[config.mk]
export PLATFORM = sky130hd
export DESIGN_NAME = ecc_secded_fifo
export DESIGN_NICKNAME = d
export VERILOG_FILES = /design/src/rtl/ecc_secded_pkg.sv /design/src/rtl/ecc_secded_dec.sv /design/src/rtl/ecc_secded_fifo.sv
export SDC_FILE = /design/constraint.sdc
export NUM_CORES = 1
export LEC_CHECK = 0
export CAP_MARGIN = 20
export CELL_PAD_IN_SITES_DETAIL_PLACEMENT = 0
export CELL_PAD_IN_SITES_GLOBAL_PLACEMENT = 1
export CORE_AREA = 2 2 323 357
export CTS_CLUSTER_DIAMETER = 120
export CTS_CLUSTER_SIZE = 20
export DETAILED_ROUTE_END_ITERATION = 8
export DIE_AREA = 0 0 325 359
export PLACE_DENSITY = 0.68
export SKIP_CTS_REPAIR_TIMING = 1
export SLEW_MARGIN = 30
export SYNTH_ARGS = -nofsm -noshare
export SYNTH_HDL_FRONTEND = slang
export SYNTH_SLANG_ARGS = --single-unit
export TNS_END_PERCENT = 1
[constraint.sdc]
create_clock -name clk -period 7.3 [get_ports clk]
set_input_delay 1.095 -clock clk [delete_from_list [all_inputs] [get_ports clk]]
set_output_delay 1.095 -clock clk [all_outputs]
set_load 0.02 [all_outputs]
[src/rtl/ecc_secded_pkg.sv]
// SECDED code helpers: code sizing, encode, syndrome and decode.
// The helpers work on a MAX_DW-wide zero-extended data field.
package ecc_secded_pkg;

    localparam int unsigned MAX_DW = 128;
    localparam int unsigned MAX_P  = 9;
    localparam int unsigned SYN_W  = MAX_P - 1;

    typedef struct packed {
        logic [MAX_DW-1:0] data;
        logic              corr;
        logic              uncorr;
    } dec_res_t;

    function automatic int unsigned calc_parity_w(input int unsigned dw);
        int unsigned r;
        r = 1;
        for (int unsigned k = 0; k < SYN_W; k++) begin
            if ((32'd1 << r) < dw + r + 1) r = r + 1;
        end
        return r + 1;
    endfunction

    // Hamming position of data bit i: skip every power-of-two slot at or below it.
    function automatic int unsigned data_pos(input int unsigned i);
        int unsigned p;
        p = i + 1;
        for (int unsigned j = 0; j < SYN_W; j++) begin
            if ((32'd1 << j) <= p) p = p + 1;
        end
        return p;
    endfunction

    function automatic logic [SYN_W-1:0] hamming_xor(input logic [MAX_DW-1:0] data,
                                                     input int unsigned dw);
        logic [SYN_W-1:0] s;
        s = '0;
        for (int unsigned i = 0; i < MAX_DW; i++) begin
            if (i < dw && data[i]) s = s ^ SYN_W'(data_pos(i));
        end
        return s;
    endfunction

    // Check vector: bits [r-1:0] are the Hamming bits, bit r the overall parity.
    function automatic logic [MAX_P-1:0] secded_encode(input logic [MAX_DW-1:0] data,
                                                       input int unsigned dw);
        int unsigned      r;
        logic [MAX_P-1:0] chk;
        r   = calc_parity_w(dw) - 1;
        chk = '0;
        chk[SYN_W-1:0] = hamming_xor(data, dw);
        chk[r] = (^data) ^ (^chk);
        return chk;
    endfunction

    // Returns {overall parity error, Hamming syndrome}.
    function automatic logic [MAX_P-1:0] secded_syndrome(input logic [MAX_DW-1:0] data,
                                                         input logic [MAX_P-1:0]  chk,
                                                         input int unsigned       dw);
        int unsigned      r;
        logic [SYN_W-1:0] hmask;
        logic [SYN_W-1:0] syn;
        r     = calc_parity_w(dw) - 1;
        hmask = SYN_W'((32'd1 << r) - 1);
        syn   = hamming_xor(data, dw) ^ (chk[SYN_W-1:0] & hmask);
        return {(^data) ^ (^chk), syn};
    endfunction

    function automatic dec_res_t secded_decode(input logic [MAX_DW-1:0] data,
                                               input logic [MAX_P-1:0]  chk,
                                               input int unsigned       dw);
        dec_res_t         res;
        logic [MAX_P-1:0] sf;
        logic [SYN_W-1:0] syn;
        sf         = secded_syndrome(data, chk, dw);
        syn        = sf[SYN_W-1:0];
        res.data   = data;
        res.corr   = 1'b0;
        res.uncorr = 1'b0;
        if (sf[SYN_W]) begin
            res.corr = 1'b1;
            for (int unsigned i = 0; i < MAX_DW; i++) begin
                if (i < dw && data_pos(i) == {{(32-SYN_W){1'b0}}, syn}) res.data[i] = ~data[i];
            end
        end else if (syn != '0) begin
            res.uncorr = 1'b1;
        end
        return res;
    endfunction

endpackage

[src/rtl/ecc_secded_dec.sv]
// Combinational SECDED decoder for one stored codeword {check, data}.
module ecc_secded_dec
    import ecc_secded_pkg::*;
#(
    parameter int unsigned DATA_W = 64,
    parameter int unsigned P      = calc_parity_w(DATA_W)
) (
    input  logic [DATA_W+P-1:0] cw,
    output logic [DATA_W-1:0]   data,
    output logic                corr,
    output logic                uncorr
);

    logic [MAX_DW-1:0] data_ext;
    logic [MAX_P-1:0]  chk_ext;
    dec_res_t          res;
    logic              unused_res;

    always_comb begin
        data_ext = '0;
        chk_ext  = '0;
        data_ext[DATA_W-1:0] = cw[DATA_W-1:0];
        chk_ext[P-1:0]       = cw[DATA_W+P-1:DATA_W];
    end

    assign res        = secded_decode(data_ext, chk_ext, DATA_W);
    assign data       = res.data[DATA_W-1:0];
    assign corr       = res.corr;
    assign uncorr     = res.uncorr;
    assign unused_res = ^res.data;

endmodule

[src/rtl/ecc_secded_fifo.sv]
// Synchronous FIFO storing SECDED-encoded words, corrected on pop, with error counters.
// Optional macro ECC_SECDED_FIFO_FAULT_INJ_EN adds inj_en/inj_mask fault-injection ports.
module ecc_secded_fifo
    import ecc_secded_pkg::*;
#(
    parameter int unsigned DATA_W = 64,
    parameter int unsigned DEPTH  = 16,
    parameter int unsigned CNT_W  = 16
) (
    input  logic                       clk,
    input  logic                       rst_n,
    input  logic                       wr_valid,
    output logic                       wr_ready,
    input  logic [DATA_W-1:0]          wr_data,
    output logic                       rd_valid,
    input  logic                       rd_ready,
    output logic [DATA_W-1:0]          rd_data,
    output logic                       rd_err_corr,
    output logic                       rd_err_uncorr,
    output logic [$clog2(DEPTH):0]     count,
    input  logic                       clr_cnt,
    output logic [CNT_W-1:0]           corr_cnt,
    output logic [CNT_W-1:0]           uncorr_cnt,
    output logic [$clog2(DEPTH)-1:0]   err_addr
`ifdef ECC_SECDED_FIFO_FAULT_INJ_EN
    ,
    input  logic                                 inj_en,
    input  logic [DATA_W+calc_parity_w(DATA_W)-1:0] inj_mask
`endif
);

    localparam int unsigned P  = calc_parity_w(DATA_W);
    localparam int unsigned CW = DATA_W + P;
    localparam int unsigned AW = $clog2(DEPTH);

    logic [CW-1:0]     mem [DEPTH];
    logic [AW-1:0]     wr_ptr, rd_ptr;
    logic [AW:0]       occ;
    logic              push, pop;
    logic [MAX_DW-1:0] wr_ext;
    logic [MAX_P-1:0]  wr_chk;
    logic [CW-1:0]     wr_cw;
    logic              unused_chk;
    logic [DATA_W-1:0] head_data;
    logic              head_corr, head_uncorr;
    logic [CNT_W-1:0]  corr_base, uncorr_base, corr_nxt, uncorr_nxt;
    logic [AW-1:0]     addr_nxt;

    assign wr_ready = (occ != (AW+1)'(DEPTH));
    assign rd_valid = (occ != '0);
    assign push     = wr_valid && wr_ready;
    assign pop      = rd_valid && rd_ready;
    assign count    = occ;

    always_comb begin
        wr_ext = '0;
        wr_ext[DATA_W-1:0] = wr_data;
        wr_chk = secded_encode(wr_ext, DATA_W);
        wr_cw  = {wr_chk[P-1:0], wr_data};
`ifdef ECC_SECDED_FIFO_FAULT_INJ_EN
        if (inj_en) wr_cw = wr_cw ^ inj_mask;
`endif
    end
    assign unused_chk = ^wr_chk;

    always_ff @(posedge clk) begin
        if (push) mem[wr_ptr] <= wr_cw;
    end

    // Pointers wrap naturally at the power-of-two depth; full/empty come from occ.
    always_ff @(posedge clk or negedge rst_n) begin
        if (!rst_n) begin
            wr_ptr <= '0;
            rd_ptr <= '0;
            occ    <= '0;
        end else begin
            if (push) wr_ptr <= wr_ptr + 1'b1;
            if (pop)  rd_ptr <= rd_ptr + 1'b1;
            if (push && !pop)      occ <= occ + 1'b1;
            else if (pop && !push) occ <= occ - 1'b1;
        end
    end

    ecc_secded_dec #(
        .DATA_W (DATA_W),
        .P      (P)
    ) u_dec (
        .cw     (mem[rd_ptr]),
        .data   (head_data),
        .corr   (head_corr),
        .uncorr (head_uncorr)
    );

    assign rd_data       = rd_valid ? head_data : '0;
    assign rd_err_corr   = rd_valid & head_corr;
    assign rd_err_uncorr = rd_valid & head_uncorr;

    // A clear in the same cycle as an erroring pop lands first, then the event counts.
    always_comb begin
        corr_base   = clr_cnt ? '0 : corr_cnt;
        uncorr_base = clr_cnt ? '0 : uncorr_cnt;
        addr_nxt    = clr_cnt ? '0 : err_addr;
        corr_nxt    = corr_base;
        uncorr_nxt  = uncorr_base;
        if (pop && head_corr) begin
            corr_nxt = (&corr_base) ? corr_base : corr_base + 1'b1;
            addr_nxt = rd_ptr;
        end
        if (pop && head_uncorr) begin
            uncorr_nxt = (&uncorr_base) ? uncorr_base : uncorr_base + 1'b1;
            addr_nxt   = rd_ptr;
        end
    end

    always_ff @(posedge clk or negedge rst_n) begin
        if (!rst_n) begin
            corr_cnt   <= '0;
            uncorr_cnt <= '0;
            err_addr   <= '0;
        end else begin
            corr_cnt   <= corr_nxt;
            uncorr_cnt <= uncorr_nxt;
            err_addr   <= addr_nxt;
        end
    end

endmodule

==> results.yml <==
floorplan:
  die_x_um: 325
  die_area_mm2: 0.117
  die_y_um: 359
  num_rows: 130
  io_pins: 178
  fp.coreArea_mm2: 0.113
  initial_utilization_pct: 44.5
logic_synthesis:
  ys_ff_latch: 1201
  syn_nets: 2685
  yosysWarnings: 0
  yosysSeqAreaShare_pct: 71.0
  synth_area_mm2: 0.0504
  syn_area_per_cell_um2: 19.4
  synth.distinct_cells: 70
  ys_async_sr_fraction_pct: 4.08
  synth_ff_type: "edfxtp_1"
  syn_inst: 2604
  synth_edf_count: 1152
critical_path:
  worstSetupEndpointType: "output port"
  max_stage_delay_ps: 610
  crit_required_ps: 6200
  crit_path_frequent_cell: "buf_4"
  worst-setup-path-type: "reg -> out"
  cp.arrival_ps: 6390
  path_cells: "buf_4 -> buf_4 -> clkbuf_16 -> mux4_2 -> nand2_1 -> and3_1 -> a21o_1 -> xnor2_1 -> xnor2_2 -> xnor3_1 -> xor3_2 -> xnor2_4 -> nand3_1 -> buf_4 -> or3_1 -> a21oi_1 -> buf_4 -> clkdlybuf4s50_1"
  cpMaxStageDelayCell: "clkdlybuf4s50_1"
  crit_path_start_kind: "flop"
  crit_path_max_fanout: 16
status:
  status: "finished with violations"
  violations: "setup timing"
flow_run:
  cap_viol_max_count: 0
drt:
  drt_iter0_drc: 3290
  viasPerCell: 6.04
  vias: 27100
  drc: 0
  firstDrtPassIters: 6
  wl_per_cell_um: 31.8
  ant_nets: 0
  totalWireLength_um: 143000
global_route:
  antenna_found_initial: 20
  grt_pass1_wl_um: 201000
  grt_use_total_pct: 24.2
  grt_max_degree: 73
  grt_pass1_vias: 26900
  gr-total-overflow: 0
cells_and_area:
  layout_commonest_cell: "edfxtp_1"
  mostFrequentLayoutCells: "edfxtp_1 (1152), mux4_2 (270), buf_4 (195)"
  syn_to_final_growth_pct: 14.6
  final_layout_size_suffix_gt1_share_pct: 24.7
  n_fill_cell: 9074
  final_cell_area_mm2: 0.0578
  layoutNonFillerInstCount: 4487
  layout.nets: 3029
sta:
  fin_skew_ps: 27.9
  finalSetupViolations: 10
  final.period_utilization_pct: 103
  timing.slew.headroom_pct: 33.4
  slew_viol_final: 0
  worst_pin_slew_ps: 992
  finalHoldViolCount: 0
  finalCriticalPeriod_ps: 7490
  fmax_mhz: 134
  rsz0062_at_grt: "true"
  setup_ws_ps: -187
placed_design:
  io_buffers: 177
  place_area_mm2: 0.0554
  dpl.cell_count: 4372
  place_hpwl_um: 88600
  gp_congestion: 0.898
cts:
  htree_levels: 3
  clk_pin_slew_ps: 90
  cts-root-buf: "clkbuf_16"
  cts_tree: "yes"
  cts_made_buffers: 70
  clock_path_buffers: 3
  cts.sinks: 1201
  clk_latency_ps: 650
min_path:
  min_path_type: "in -> async"
[cell families (layout without fill, tap and decap cells)]
| family | after synthesis | in the layout | synth area share [%] |
|---|---|---|---|
| other | 0 | 4 | 0 |
| flip-flops | 1201 | 1201 | 71.0 |
| XOR/XNOR | 290 | 290 | 5.74 |
| AO/OA/AOI/OAI | 296 | 296 | 3.78 |
| AND/OR/NAND/NOR | 302 | 304 | 3.15 |
| multiplexers | 356 | 356 | 14.1 |
| adder cells (fa/ha/maj) | 12 | 12 | 0.313 |
| buffers and inverters | 147 | 506 | 1.85 |
[registers in the layout, indices dropped and copies added, names as in the netlist]
register	cells
corr_cnt	16
count	5
err_addr	4
mem	1152
rd_ptr	4
uncorr_cnt	16
wr_ptr	4
[metrics by stage]
stage                     utilization [%]  setup WS [ps]  hold WS, ps  TNS [ps]
after floorplan                         -            176          543         0
after global placement               48.8           6.45          536         0
after detailed placement             48.8          -7.09          538     -7.09
after CTS                            50.5           -787          551    -32250
after global routing                 51.0           -361          574     -6060
final                                51.0           -187          542     -1170
[Yosys cell counts, drive strengths merged (49+ instances only)]
| library cell | number | area (µm²) |
|---|---|---|
| mux4 | 280 | 6340 |
| xor2 | 56 | 490 |
| xnor2 | 211 | 1880 |
| edfxtp | 1152 | 34600 |
| a21oi | 87 | 443 |
| dfrtp | 49 | 1230 |
| o21ai | 76 | 380 |
| clkbuf | 52 | 196 |
| mux2i | 62 | 621 |
| nand2 | 80 | 300 |
| a22oi | 66 | 500 |
| buf | 81 | 682 |
| or3 | 69 | 432 |
[per-layer routing]
layer	GRT usage, %	vias to the layer above	routed length [µm]
li1	-	11200	-
met1	34.5	14500	58800
met2	39.8	1195	69900
met3	3.58	160	11300
met4	4.86	20	2530
met5	0	-	126
[layout make-up]
| type | count | area, µm² | area share (%) |
|---|---|---|---|
| Timing Repair Buffer | 403 | 3880 | 6.71 |
| Clock buffer | 84 | 1830 | 3.16 |
| Sequential cell | 1201 | 35800 | 62.0 |
| Antenna cell | 4 | 10.0 | 0.0173 |
| Tap cell | 1518 | 1900 | 3.29 |
| Inverter | 14 | 52.6 | 0.0910 |
| Multi-Input combinational cell | 1258 | 14200 | 24.6 |
| Clock inverter | 5 | 70.1 | 0.121 |
[worst paths after layout]
kind / startpoint / to / slack, ps / depth (start not counted)
worst max-delay path: rd_ptr[0]$_DFFE_PN0P_ / rd_data[40] / -190 / 18
max in group asynchronous: rst_n / rd_ptr[1]$_DFFE_PN0P_ / 6220 / 2
worst min register to register: err_addr[2]$_DFFE_PN0P_ / err_addr[2]$_DFFE_PN0P_ / 560 / 2
worst max register to register: rd_ptr[0]$_DFFE_PN0P_ / err_addr[0]$_DFFE_PN0P_ / 1860 / 16
worst min-delay path: rst_n / uncorr_cnt[8]$_DFF_PN0_ / 540 / 2
min in group clk: err_addr[2]$_DFFE_PN0P_ / err_addr[2]$_DFFE_PN0P_ / 560 / 2
[critical path: cells and delay by family (launching register included)]
kind                   cells  cell delay, ps
multiplexers               1             500
buffers and inverters      6            1620
AO/OA/AOI/OAI              2             450
flip-flops                 1             560
XOR/XNOR                   5            1750
AND/OR/NAND/NOR            4             850
Power is left out: the tool's default activity adds up to more than one toggle a clock period on the data nets, which glitch-free logic cannot reach.
